`config.mk`:
```
export PLATFORM = sky130hd
export DESIGN_NAME = keypad_scanner
export DESIGN_NICKNAME = d
export VERILOG_FILES = /design/src/rtl/keypad_pkg.sv /design/src/rtl/sync_2ff.sv /design/src/rtl/keypad_scanner.sv
export SDC_FILE = /design/constraint.sdc
export NUM_CORES = 1
export LEC_CHECK = 0
export BUFFER_PORTS_ARGS = -buffer_cell sky130_fd_sc_hd__buf_2
export CELL_PAD_IN_SITES_DETAIL_PLACEMENT = 1
export CELL_PAD_IN_SITES_GLOBAL_PLACEMENT = 2
export CORE_MARGIN = 2
export CORE_UTILIZATION = 34
export CTS_BUF_LIST = sky130_fd_sc_hd__clkbuf_8 sky130_fd_sc_hd__clkbuf_16
export CTS_CLUSTER_DIAMETER = 150
export DETAILED_ROUTE_END_ITERATION = 7
export PLACE_DENSITY = 0.81
export SLEW_MARGIN = 20
export SYNTH_ARGS = -nofsm -noshare
export SYNTH_HDL_FRONTEND = slang
export SYNTH_HIERARCHICAL = 1
export SYNTH_SLANG_ARGS = --single-unit
```
`constraint.sdc`:
```
create_clock -name slow_clk -period 1.8 [get_ports slow_clk]
set_input_delay 0.18 -clock slow_clk [delete_from_list [all_inputs] [get_ports slow_clk]]
set_output_delay 0.18 -clock slow_clk [all_outputs]
set_load 0.05 [all_outputs]
```
`src/rtl/keypad_pkg.sv`:
```
// Shared types, constants and encoding helpers for the matrix-keypad scanner.
package keypad_pkg;

  typedef enum logic [1:0] {
    StScan,
    StDebounce,
    StValid,
    StRelease
  } state_e;

  localparam int unsigned DWELL   = 3;
  localparam int unsigned DWELL_W = $clog2(DWELL);
  localparam int unsigned CNT_W   = 8;
  localparam int unsigned IDX_W   = 3;

  // Index of the lowest set bit; also decodes a one-hot column vector.
  function automatic logic [IDX_W-1:0] lsb_index(input logic [7:0] v);
    logic [IDX_W-1:0] idx;
    idx = '0;
    for (int i = 7; i >= 0; i--) begin
      if (v[i]) idx = IDX_W'(i);
    end
    return idx;
  endfunction

  function automatic logic [3:0] popcount8(input logic [7:0] v);
    logic [3:0] n;
    n = '0;
    for (int i = 0; i < 8; i++) begin
      n = n + {3'b000, v[i]};
    end
    return n;
  endfunction

endpackage

```
`src/rtl/sync_2ff.sv`:
```
// Parametrised-width two-flop synchroniser for asynchronous level inputs.
module sync_2ff #(
  parameter int unsigned WIDTH = 1
) (
  input  logic             clk_i,
  input  logic             rst_ni,
  input  logic [WIDTH-1:0] d_i,
  output logic [WIDTH-1:0] q_o
);

  logic [WIDTH-1:0] meta_q;
  logic [WIDTH-1:0] sync_q;

  always_ff @(posedge clk_i or negedge rst_ni) begin
    if (!rst_ni) begin
      meta_q <= '0;
      sync_q <= '0;
    end else begin
      meta_q <= d_i;
      sync_q <= meta_q;
    end
  end

  assign q_o = sync_q;

endmodule

```
`src/rtl/keypad_scanner.sv`:
```
// Column-scanning keypad controller: debounces press and release, encodes the key
// and hands it downstream over a valid/ready handshake, one event per press.
module keypad_scanner
  import keypad_pkg::*;
#(
  parameter int unsigned ROWS            = 4,
  parameter int unsigned COLS            = 4,
  parameter int unsigned DEBOUNCE_CYCLES = 4
) (
  input  logic                          slow_clk,
  input  logic                          rst_n,
  input  logic [ROWS-1:0]               row_in,
  output logic [COLS-1:0]               col_out,
  output logic [$clog2(ROWS*COLS)-1:0]  key_code,
  output logic                          key_valid,
  input  logic                          key_ready,
  output logic                          key_multi,
  output logic                          key_held
);

  localparam int unsigned KW = $clog2(ROWS * COLS);
  localparam logic [CNT_W-1:0]   DebCnt    = CNT_W'(DEBOUNCE_CYCLES);
  localparam logic [DWELL_W-1:0] DwellLast = DWELL_W'(DWELL - 1);

  logic [ROWS-1:0] rs;

  sync_2ff #(
    .WIDTH (ROWS)
  ) u_sync (
    .clk_i  (slow_clk),
    .rst_ni (rst_n),
    .d_i    (row_in),
    .q_o    (rs)
  );

  state_e             state_q, state_d;
  logic [COLS-1:0]    col_q, col_d;
  logic [DWELL_W-1:0] dwell_q, dwell_d;
  logic [CNT_W-1:0]   cnt_q, cnt_d;
  logic [ROWS-1:0]    row_lat_q, row_lat_d;
  logic [KW-1:0]      code_q, code_d;
  logic               multi_q, multi_d;
  logic               valid_q, valid_d;
  logic               held_q, held_d;

  logic               dwell_end;
  logic               rs_any;
  logic [COLS-1:0]    col_next;
  logic [CNT_W-1:0]   cnt_inc;
  logic [7:0]         lat_ext;
  logic [7:0]         col_ext;
  logic [KW-1:0]      code_enc;
  logic               multi_enc;

  assign dwell_end = (dwell_q == DwellLast);
  assign rs_any    = |rs;
  assign col_next  = {col_q[COLS-2:0], col_q[COLS-1]};
  assign cnt_inc   = (cnt_q == '1) ? cnt_q : cnt_q + CNT_W'(1);

  // Encoder works on the latched pattern and the held column, both stable in DEBOUNCE.
  assign lat_ext   = 8'(row_lat_q);
  assign col_ext   = 8'(col_q);
  assign code_enc  = KW'(32'(lsb_index(lat_ext)) * COLS + 32'(lsb_index(col_ext)));
  assign multi_enc = (popcount8(lat_ext) > 4'd1);

  always_comb begin
    state_d   = state_q;
    col_d     = col_q;
    dwell_d   = dwell_q;
    cnt_d     = cnt_q;
    row_lat_d = row_lat_q;
    code_d    = code_q;
    multi_d   = multi_q;

    unique case (state_q)
      StScan: begin
        if (dwell_end) begin
          dwell_d = '0;
          if (rs_any) begin
            row_lat_d = rs;
            cnt_d     = CNT_W'(1);
            state_d   = StDebounce;
          end else begin
            col_d = col_next;
          end
        end else begin
          dwell_d = dwell_q + DWELL_W'(1);
        end
      end

      StDebounce: begin
        // The count already includes the latching sample, so no compare on the final step.
        if (cnt_q >= DebCnt) begin
          state_d = StValid;
          code_d  = code_enc;
          multi_d = multi_enc;
        end else if (rs == row_lat_q) begin
          cnt_d = cnt_inc;
        end else begin
          state_d = StScan;
          col_d   = col_next;
          dwell_d = '0;
          cnt_d   = '0;
        end
      end

      StValid: begin
        if (key_ready) begin
          state_d = StRelease;
          cnt_d   = '0;
        end
      end

      StRelease: begin
        if (rs_any) begin
          cnt_d = '0;
        end else if (cnt_inc >= DebCnt) begin
          state_d = StScan;
          col_d   = col_next;
          dwell_d = '0;
          cnt_d   = '0;
        end else begin
          cnt_d = cnt_inc;
        end
      end

      default: begin
        state_d = StScan;
      end
    endcase

    valid_d = (state_d == StValid);
    held_d  = (state_d == StValid) || (state_d == StRelease);
  end

  always_ff @(posedge slow_clk or negedge rst_n) begin
    if (!rst_n) begin
      state_q   <= StScan;
      col_q     <= COLS'(1);
      dwell_q   <= '0;
      cnt_q     <= '0;
      row_lat_q <= '0;
      code_q    <= '0;
      multi_q   <= 1'b0;
      valid_q   <= 1'b0;
      held_q    <= 1'b0;
    end else begin
      state_q   <= state_d;
      col_q     <= col_d;
      dwell_q   <= dwell_d;
      cnt_q     <= cnt_d;
      row_lat_q <= row_lat_d;
      code_q    <= code_d;
      multi_q   <= multi_d;
      valid_q   <= valid_d;
      held_q    <= held_d;
    end
  end

  assign col_out   = col_q;
  assign key_code  = code_q;
  assign key_valid = valid_q;
  assign key_multi = multi_q;
  assign key_held  = held_q;

endmodule

```
==> results of run 1 <==
-- metrics by stage --
| step | instance area, um2 | power (mW) |
|---|---|---|
| after floorplan | 1610 | 1.14 |
| final | 2100 | 1.87 |
| after CTS | 2050 | 1.85 |
| after global placement | 1880 | 1.27 |
| after detailed placement | 1880 | 1.30 |
| after global routing | 2100 | 1.98 |
-- registers in the layout, indices dropped and copies added (netlist names) --
register / flops
cnt_q: 8
col_out: 4
dwell_q: 2
key_code: 4
key_held: 1
key_multi: 1
key_valid: 1
row_lat_q: 4
state_q: 1
u_sync/meta_q: 4
u_sync/q_o: 4
-- final cells by class --
type	count	area, um2	area share
clock buffers	5	68.8	0.0327
clock inverters	2	10.0	0.00476
inverters	10	37.5	0.0178
multi-input cells	93	737	0.350
flip-flops and latches	34	855	0.406
well taps	52	65.1	0.0309
repair buffers	48	330	0.157
-- cell families after synthesis --
| group | after synthesis | synth area share |
|---|---|---|
| buffers and inverters | 15 | 0.0416 |
| muxes | 10 | 0.0793 |
| xor gates and xnor gates | 7 | 0.0385 |
| and+or+nand+nor | 45 | 0.155 |
| DFF | 34 | 0.535 |
| AOI/OAI and AO/OA | 28 | 0.123 |
| adders and majority gates | 3 | 0.0283 |
-- placed cells by master (no fill, tap or decap), drive strengths merged, types with 2 or more instances in the layout --
master | synthesis | final
a21oi | 6 | 6
a22o | 2 | 2
a31oi | 2 | 2
and2 | 8 | 8
and3 | 2 | 2
and4 | 2 | 2
buf | 2 | 43
clkbuf | 3 | 5
clkinv | 0 | 2
dfrtp | 33 | 33
dlygate4sd3 | 0 | 5
ha | 2 | 2
inv | 10 | 10
mux2 | 9 | 9
nand2 | 12 | 12
nand3 | 2 | 2
nand4 | 3 | 3
nor2 | 9 | 9
nor3 | 2 | 2
nor3b | 2 | 2
o211ai | 2 | 2
o21ai | 8 | 8
o31ai | 2 | 2
xnor2 | 5 | 5
xor2 | 2 | 2
-- final timing paths --
check	to	start	slack (ps)
max	col_out[1]	u_sync/q_o[3]	-60
min	key_valid	key_ready	240
max reg2reg	col_out[1]	u_sync/q_o[3]	-60
min reg2reg	u_sync/q_o[3]	u_sync/meta_q[3]	350
max in group asynchronous	cnt_q[2]	rst_n	780
min in group asynchronous	col_out[1]	rst_n	500
-- power breakdown --
group / switching, mW / leakage, nW / internal [mW]
Sequential: 0.0844 / 0.429 / 0.846
Combinational: 0.188 / 0.544 / 0.217
Clock: 0.274 / 0.0438 / 0.259
-- routing by layer --
metal	part of all wire	wire length [um]	up-vias
met4	0.019	68	0
li1	-	-	596
met3	0.033	118	6
met1	0.43	1530	619
met2	0.52	1830	19
met5	0	0	-
-- critical path, cell delays in order, from the launching register on --
cell and delay [ps]:
dfrtp_1 370, or4_4 550, o21ai_2 130, and2_4 170
and3_4 230, mux2_4 300
-- repair_timing --
| action | 4_1_cts | 5_1_grt |
|---|---|---|
| endpoints found under the hold margin | 37 | 0 |
| buffers inserted | 2 | 3 |
| endpoints found under the setup margin | 7 | 13 |
| pin swaps | 3 | 6 |
| hold buffers | 5 | 0 |
| resized for setup | 5 | 7 |
==> flow_summary.json, run 1 <==
{
  "status": "complete, but fails checks",
  "violations": "negative setup slack",
  "irDropWorstVdd_uv": 326,
  "async_reset_ff_frac": 1.00,
  "p_per_area_nw_per_um2": 888,
  "netlist.area_leader.share": 0.518,
  "rr_worst_depth": 5,
  "syn_inst": 142,
  "num_antenna_cells": 0,
  "netlist-cell-type-count": 42,
  "h-tree-depth": 2,
  "fillers": 490,
  "worstSetupPathType": "reg2reg",
  "grt.busiest_layer": "met2",
  "setup-violations-final": 4,
  "synth.most_common_cell": "dfrtp_1",
  "grt_pass1_vias": 1266,
  "drv_slew": 0,
  "required_ps": 1970,
  "synth.net_count": 152,
  "synth_top_area_cell": "dfrtp_1",
  "layoutNonFillerInstCount": 244,
  "dp_hpwl_mm": 2.58,
  "slew-limit-headroom": 0.496,
  "overflow": 0,
  "ant_nets": 0,
  "grt_use_total": 0.150,
  "ys.flop_type": "dfrtp_1",
  "cts_tree": "done",
  "cts_root_buffer": "clkbuf_8",
  "die_h_um": 72.5,
  "antenna_found_initial": 0,
  "cts_max_path_buffers": 2,
  "use_met3": 0.0417,
  "hold_path.class": "in2reg",
  "via_per_inst": 5.08,
  "wl_mm": 3.55,
  "place_inst": 227,
  "grt_pass1_wl_mm": 5.92,
  "tightest_slew_ps": 756,
  "grt_util_met1": 0.169,
  "rsz0062_at_grt": "yes",
  "gp_congestion": 0.817,
  "utilization": 0.473,
  "setup_tns_ps": -207,
  "synthTopCellsByArea": "dfrtp_1, mux2_4, mux2_2",
  "synth_edf_count": 0,
  "finalWorstSetupSlack_ps": -62.6,
  "critPathCaptureType": "flip-flop",
  "preCtsSetupSlack_ps": -120,
  "crit_arrival_ps": 2040,
  "hold-path-cell-count": 4,
  "nets": 202,
  "fmax_mhz": 537,
  "drive_above_1_share": 0.411,
  "port_buffers": 17,
  "die_w_um": 72.5,
  "rows": 24,
  "finalHoldViolations": 0,
  "period_minus_slack_ps": 1860,
  "use_met2": 0.263,
  "syn_area_per_cell_um2": 11.2,
  "wl_per_cell_um": 14.6,
  "route.detailed.drc": 0,
  "die-area_um2": 5250,
  "vias": 1240,
  "first_pass_iters": 4,
  "yosysWarningCount": 6,
  "clkTransAtPathRegs_ps": 70,
  "grt_max_degree": 35,
  "synth-seq-cells": 34,
  "ys_seq_area_frac": 0.535,
  "syn_area_um2": 1590,
  "numCtsBuffers": 5,
  "cp_max_fo": 4,
  "whs_ps": 238,
  "period_share": 1.03,
  "p_leak_nw": 1.02,
  "start_util": 0.359,
  "finClkSkew_ps": 3.23,
  "areaGrowthSynthToFinish_pct": 31.9,
  "clk_latency_ps": 290,
  "clock-sinks": 34,
  "startpoint_type": "flip-flop",
  "drtIter0Drc": 28,
  "coreArea_um2": 4440,
  "ioPinCount": 18,
  "cap_violations": 0,
  "synth_common_cells": "dfrtp_1, nand2_1, nor2_1, and2_1, inv_1"
}
(Power assumes the default switching activity.)
==> run 2: changes to the inputs <==
--- a/config.mk
+++ b/config.mk
@@ -6,7 +6,7 @@
 export NUM_CORES = 1
 export LEC_CHECK = 0
 export BUFFER_PORTS_ARGS = -buffer_cell sky130_fd_sc_hd__buf_2
-export CELL_PAD_IN_SITES_DETAIL_PLACEMENT = 1
+export CELL_PAD_IN_SITES_DETAIL_PLACEMENT = 0
 export CELL_PAD_IN_SITES_GLOBAL_PLACEMENT = 2
 export CORE_MARGIN = 2
 export CORE_UTILIZATION = 34
==> run 2 against run 1 <==
The flow still finishes with violations (negative setup slack); core utilization rose by 1.4 points; clock power rose by 62%; sequential share of layout area is 1.1 points lower; via count is 2.3% lower; clock-buffer cell count is 1 higher; non-clock buffer count stayed put; cell count increased by 0.41%; critical path depth did not move; combinational power decreased by 5.2%; global-route usage decreased by 1.7 points; register-to-register slack about the same; clock skew hardly changed; largest power group unchanged; highest routed layer unchanged.
==> flow_summary.json, run 2 (synthesis gave the netlist of run 1 again) <==
{
  "start_util": 0.359,
  "p_total_mw": 2.17,
  "rows": 24,
  "preCtsSetupSlack_ps": -82.3,
  "grt_max_degree": 35,
  "antenna_found_initial": 0,
  "overflow": 0,
  "drive_above_1_share": 0.404,
  "startpoint_type": "flip-flop",
  "ioPinCount": 18,
  "drtIter0Drc": 47,
  "wl_mm": 3.13,
  "gp_congestion": 0.817,
  "required_ps": 1970,
  "multi_input_area_um2": 733,
  "rr_startpoint": "u_sync/q_o[0]",
  "largest_register_ff_count": 8,
  "rrSetupSlack_ps": -50,
  "tightest_slew_ps": 733,
  "cts_root_buffer": "clkbuf_8",
  "cp_max_fo": 4,
  "port_buffers": 17,
  "grt_use_total": 0.133,
  "fmax_mhz": 541,
  "p_per_area_nw_per_um2": 1000,
  "largest-register": "cnt_q",
  "route.detailed.drc": 0,
  "final_cell_mix": "dfrtp_1, buf_4, buf_2, nand2_1, nor2_1",
  "worstSetupPathType": "reg2reg",
  "cap_violations": 0,
  "status": "complete, but fails checks",
  "rr_worst_depth": 5,
  "wl_per_cell_um": 12.8,
  "seq_area_um2": 855,
  "drv_slew": 0,
  "finalHoldViolations": 0,
  "period_share": 1.03,
  "irDropWorstVdd_uv": 426,
  "crit_arrival_ps": 2020,
  "hold_path.class": "in2reg",
  "die_w_um": 72.5,
  "cts_tree": "done",
  "die-area_um2": 5250,
  "worstSetupStartpoint": "u_sync/q_o[0]",
  "regToRegEndpoint": "col_out[2]",
  "clk_latency_ps": 280,
  "ant_nets": 0,
  "nets": 202,
  "areaGrowthSynthToFinish_pct": 35.7,
  "setup-violations-final": 4,
  "setup_tns_ps": -137,
  "finClkSkew_ps": 2.90,
  "clock-sinks": 34,
  "grt_pass1_vias": 1237,
  "period_minus_slack_ps": 1850,
  "p_leak_nw": 1.04,
  "via_per_inst": 4.94,
  "die_h_um": 72.5,
  "critPathCaptureType": "flip-flop",
  "final_common_cell": "dfrtp_1",
  "finalWorstSetupSlack_ps": -48.6,
  "crit_path_cell_trace": "or4_4 > o21ai_1 > and2_4 > and3_4 > mux2_4",
  "numCtsBuffers": 5,
  "coreArea_um2": 4440,
  "cp-endpoint": "col_out[2]",
  "grt_pass1_wl_mm": 5.38,
  "num_antenna_cells": 0,
  "h-tree-depth": 2,
  "critical_path.max_stage_delay_ps": 540,
  "rsz0062_at_grt": "yes",
  "dp_hpwl_mm": 2.26,
  "vias": 1211,
  "clkTransAtPathRegs_ps": 70,
  "first_pass_iters": 4,
  "fillers": 406,
  "cpMaxStageDelayCell": "or4_4",
  "slew-limit-headroom": 0.511,
  "cts_max_path_buffers": 2,
  "violations": "negative setup slack"
}
-- run 2: cell count changes in the layout (fill, tap and decap cells not counted), sizes merged --
| cell | change |
|---|---|
| clkinv | -2 |
| clkbuf | +1 |
| bufinv | +2 |
-- run 2: area by class of cell --
class	count	area share
inverters	10	0.0174
multi-input cells	93	0.339
clock buffers	6	0.0382
clock inverters	2	0.0278
flip-flops and latches	34	0.395
repair buffers	48	0.153
well taps	52	0.0301
-- run 2: metrics by stage --
stage	instance area, um2	std cells	util	hold slack (ps)
after detailed placement	1880	227	0.423	292
after CTS	2120	243	0.477	225
after global placement	1880	227	0.423	284
after global routing	2160	245	0.487	265
after floorplan	1610	142	-	-116
final	2160	245	0.487	238
-- run 2: worst min-delay path by stage --
stage	slack, ps	from	endpoint	cells after the start
after floorplan	-120	rst_n	cnt_q[0]	0
after CTS	230	key_ready	key_valid	4
after global placement	280	rst_n	col_out[2]	1
after global routing	260	key_ready	key_valid	4
final	240	key_ready	key_valid	4
after detailed placement	290	rst_n	col_out[1]	1
-- run 2: per-layer routing --
metal	GRT usage	part of all wire	wire length, um
met5	0	0	0
met4	0.0432	0.013	42
met3	0.0417	0.032	100
met2	0.222	0.49	1540
met1	0.164	0.46	1450
-- run 2: repair_timing --
item	CTS	global route
hold endpoints to repair	37	0
pin swaps	1	3
resized for setup	4	7
setup buffers	3	2
setup endpoints to repair	5	16
hold buffers	5	0
gates cloned	0	0
-- run 2: report_power, final --
part           switching (mW)  internal (mW)
Combinational           0.178          0.205
Sequential             0.0787          0.845
Clock                   0.274          0.591
Total                   0.531           1.64
-- run 2: critical path: cells and delay by family (launching register included) --
kind	cells	cell delay, ps
AO/OA/AOI/OAI	1	130
multiplexers	1	300
AND/OR/NAND/NOR	3	930
flip-flops	1	380
==> run 3: changes to the inputs <==
--- a/config.mk
+++ b/config.mk
@@ -6,14 +6,14 @@
 export NUM_CORES = 1
 export LEC_CHECK = 0
 export BUFFER_PORTS_ARGS = -buffer_cell sky130_fd_sc_hd__buf_2
-export CELL_PAD_IN_SITES_DETAIL_PLACEMENT = 0
-export CELL_PAD_IN_SITES_GLOBAL_PLACEMENT = 2
+export CELL_PAD_IN_SITES_DETAIL_PLACEMENT = 1
+export CELL_PAD_IN_SITES_GLOBAL_PLACEMENT = 1
 export CORE_MARGIN = 2
-export CORE_UTILIZATION = 34
+export CORE_UTILIZATION = 35
 export CTS_BUF_LIST = sky130_fd_sc_hd__clkbuf_8 sky130_fd_sc_hd__clkbuf_16
 export CTS_CLUSTER_DIAMETER = 150
 export DETAILED_ROUTE_END_ITERATION = 7
-export PLACE_DENSITY = 0.81
+export PLACE_DENSITY = 0.72
 export SLEW_MARGIN = 20
 export SYNTH_ARGS = -nofsm -noshare
 export SYNTH_HDL_FRONTEND = slang
==> run 3 against run 2 <==
The run still ends with negative setup slack left; combinational power is 2% lower; global-route usage increased by 3.7 points; core utilization is 0.41 points higher; worst setup slack worse by 39 ps; routed wire length increased by 32%; fmax decreased by 2.1%; die area is 2.7% lower; sequential power rose by 3.7%; design area is 0.52% lower; first-iteration DRC count down 28%; cell count decreased by 2.4%; hold slack got worse by 4.2 ps.
==> flow_summary.json, run 3 (synthesis gave the netlist of run 1 again) <==
{
  "status": "complete, but fails checks",
  "violations": "negative setup slack",
  "clk_latency_ps": 290,
  "vias": 1249,
  "irDropWorstVdd_uv": 775,
  "critical_path.max_stage_delay_ps": 540,
  "ioPinCount": 18,
  "slew-limit-headroom": 0.492,
  "setup-violations-final": 6,
  "fin_area_um2": 2150,
  "wl_mm": 4.14,
  "grt_pass1_vias": 1371,
  "crit_arrival_ps": 2060,
  "die-area_um2": 5110,
  "final_common_cell": "dfrtp_1",
  "tightest_slew_ps": 762,
  "whs_ps": 234,
  "final_cell_mix": "dfrtp_1, buf_2, buf_4, nand2_1, nor2_1",
  "finClkSkew_ps": 7.92,
  "p_total_mw": 2.03,
  "cts_tree": "done",
  "route.detailed.drc": 0,
  "dp_hpwl_mm": 2.66,
  "die_w_um": 71.5,
  "first_pass_iters": 4,
  "start_util": 0.364,
  "crit_path_cell_trace": "or4_4 > o21ai_2 > and2_4 > and3_4 > mux2_4",
  "h-tree-depth": 2,
  "layoutNonFillerInstCount": 239,
  "place_area_um2": 1850,
  "rows": 24,
  "drv_slew": 0,
  "numCtsBuffers": 5,
  "largest_register_ff_count": 8,
  "p_per_area_nw_per_um2": 945,
  "critPathTopFamily": "simple AND/OR/NAND/NOR gates",
  "num_antenna_cells": 0,
  "rsz0062_at_grt": "yes",
  "cts_max_path_buffers": 2,
  "drtIter0Drc": 34,
  "worstSetupPathType": "reg2reg",
  "clock-sinks": 34,
  "gp_congestion": 0.842,
  "grt_max_degree": 35,
  "path_buf_inv": 0,
  "nets": 196,
  "finalHoldViolations": 0,
  "seq_area_um2": 857,
  "fillers": 485,
  "overflow": 0,
  "required_ps": 1970,
  "largest-register": "cnt_q",
  "grt_pass1_wl_mm": 6.73,
  "period_minus_slack_ps": 1890,
  "critPathCaptureType": "flip-flop",
  "clkTransAtPathRegs_ps": 70,
  "cp_max_fo": 4,
  "cts_root_buffer": "clkbuf_8",
  "grt_use_total": 0.170,
  "period_share": 1.05,
  "finalWorstSetupSlack_ps": -87.9,
  "ant_nets": 0,
  "place_inst": 223,
  "fmax_mhz": 530,
  "via_per_inst": 5.23,
  "cap_violations": 0,
  "wl_per_cell_um": 17.3,
  "areaGrowthSynthToFinish_pct": 35.0,
  "cpMaxStageDelayCell": "or4_4",
  "drive_above_1_share": 0.433,
  "antenna_found_initial": 0,
  "hold_path.class": "in2reg",
  "multi_input_area_um2": 782,
  "die_h_um": 71.5,
  "startpoint_type": "flip-flop",
  "coreArea_um2": 4380,
  "p_leak_nw": 1.01,
  "port_buffers": 17
}
## run 3: stage by stage
stage / setup TNS (ps) / worst slack [ps] / util
2_1_floorplan: -489 / -133 / -
3_3_place_gp: -76.7 / -25.6 / 0.422
3_5_place_dp: -176 / -59.8 / 0.422
4_1_cts: -404 / -69.6 / 0.468
5_1_grt: -1360 / -151 / 0.491
6_report: -298 / -87.9 / 0.491
## run 3: layout make-up
type	count	area share
flip-flops and latches	34	0.398
multi-input cells	93	0.363
repair buffers	42	0.138
clock buffers	5	0.0320
well taps	52	0.0302
clock inverters	3	0.0209
inverters	10	0.0174
## run 3: layer usage
layer	vias to the layer above	track usage	share of wire
li1	587	-	-
met1	640	0.217	0.44
met5	-	0	0
met3	7	0.0506	0.027
met2	15	0.283	0.52
met4	0	0.0398	0.014
## run 3: power by group
| group | leakage (nW) | internal (mW) | switching, mW |
|---|---|---|---|
| Clock | 0.0504 | 0.412 | 0.289 |
| Sequential | 0.426 | 0.845 | 0.112 |
| Combinational | 0.533 | 0.206 | 0.171 |
## run 3: final timing paths
check	start	endpoint	slack (ps)	depth (start not counted)
min in group asynchronous	rst_n	col_out[1]	510	2
worst min register to register	u_sync/meta_q[1]	u_sync/q_o[1]	350	0
max in group asynchronous	rst_n	cnt_q[0]	760	2
worst max-delay path	u_sync/q_o[0]	col_out[3]	-90	5
worst min-delay path	key_ready	key_valid	230	4
worst max register to register	u_sync/q_o[0]	col_out[3]	-90	5
## run 3: repair_timing
action                                 CTS  global route
pin swaps                                4            10
hold buffers                             5             0
cloned                                   0             0
endpoints found under the hold margin   37             0
buffers inserted                         1             2
setup endpoints to repair               13            18
gates resized for setup                  7            17
## run 3: worst register-to-register path, stage by stage (launching register included)
cell and delay [ps]:
dfrtp_1 400, or4_4 540, o21ai_2 130, and2_4 160, and3_4 230, mux2_4 310
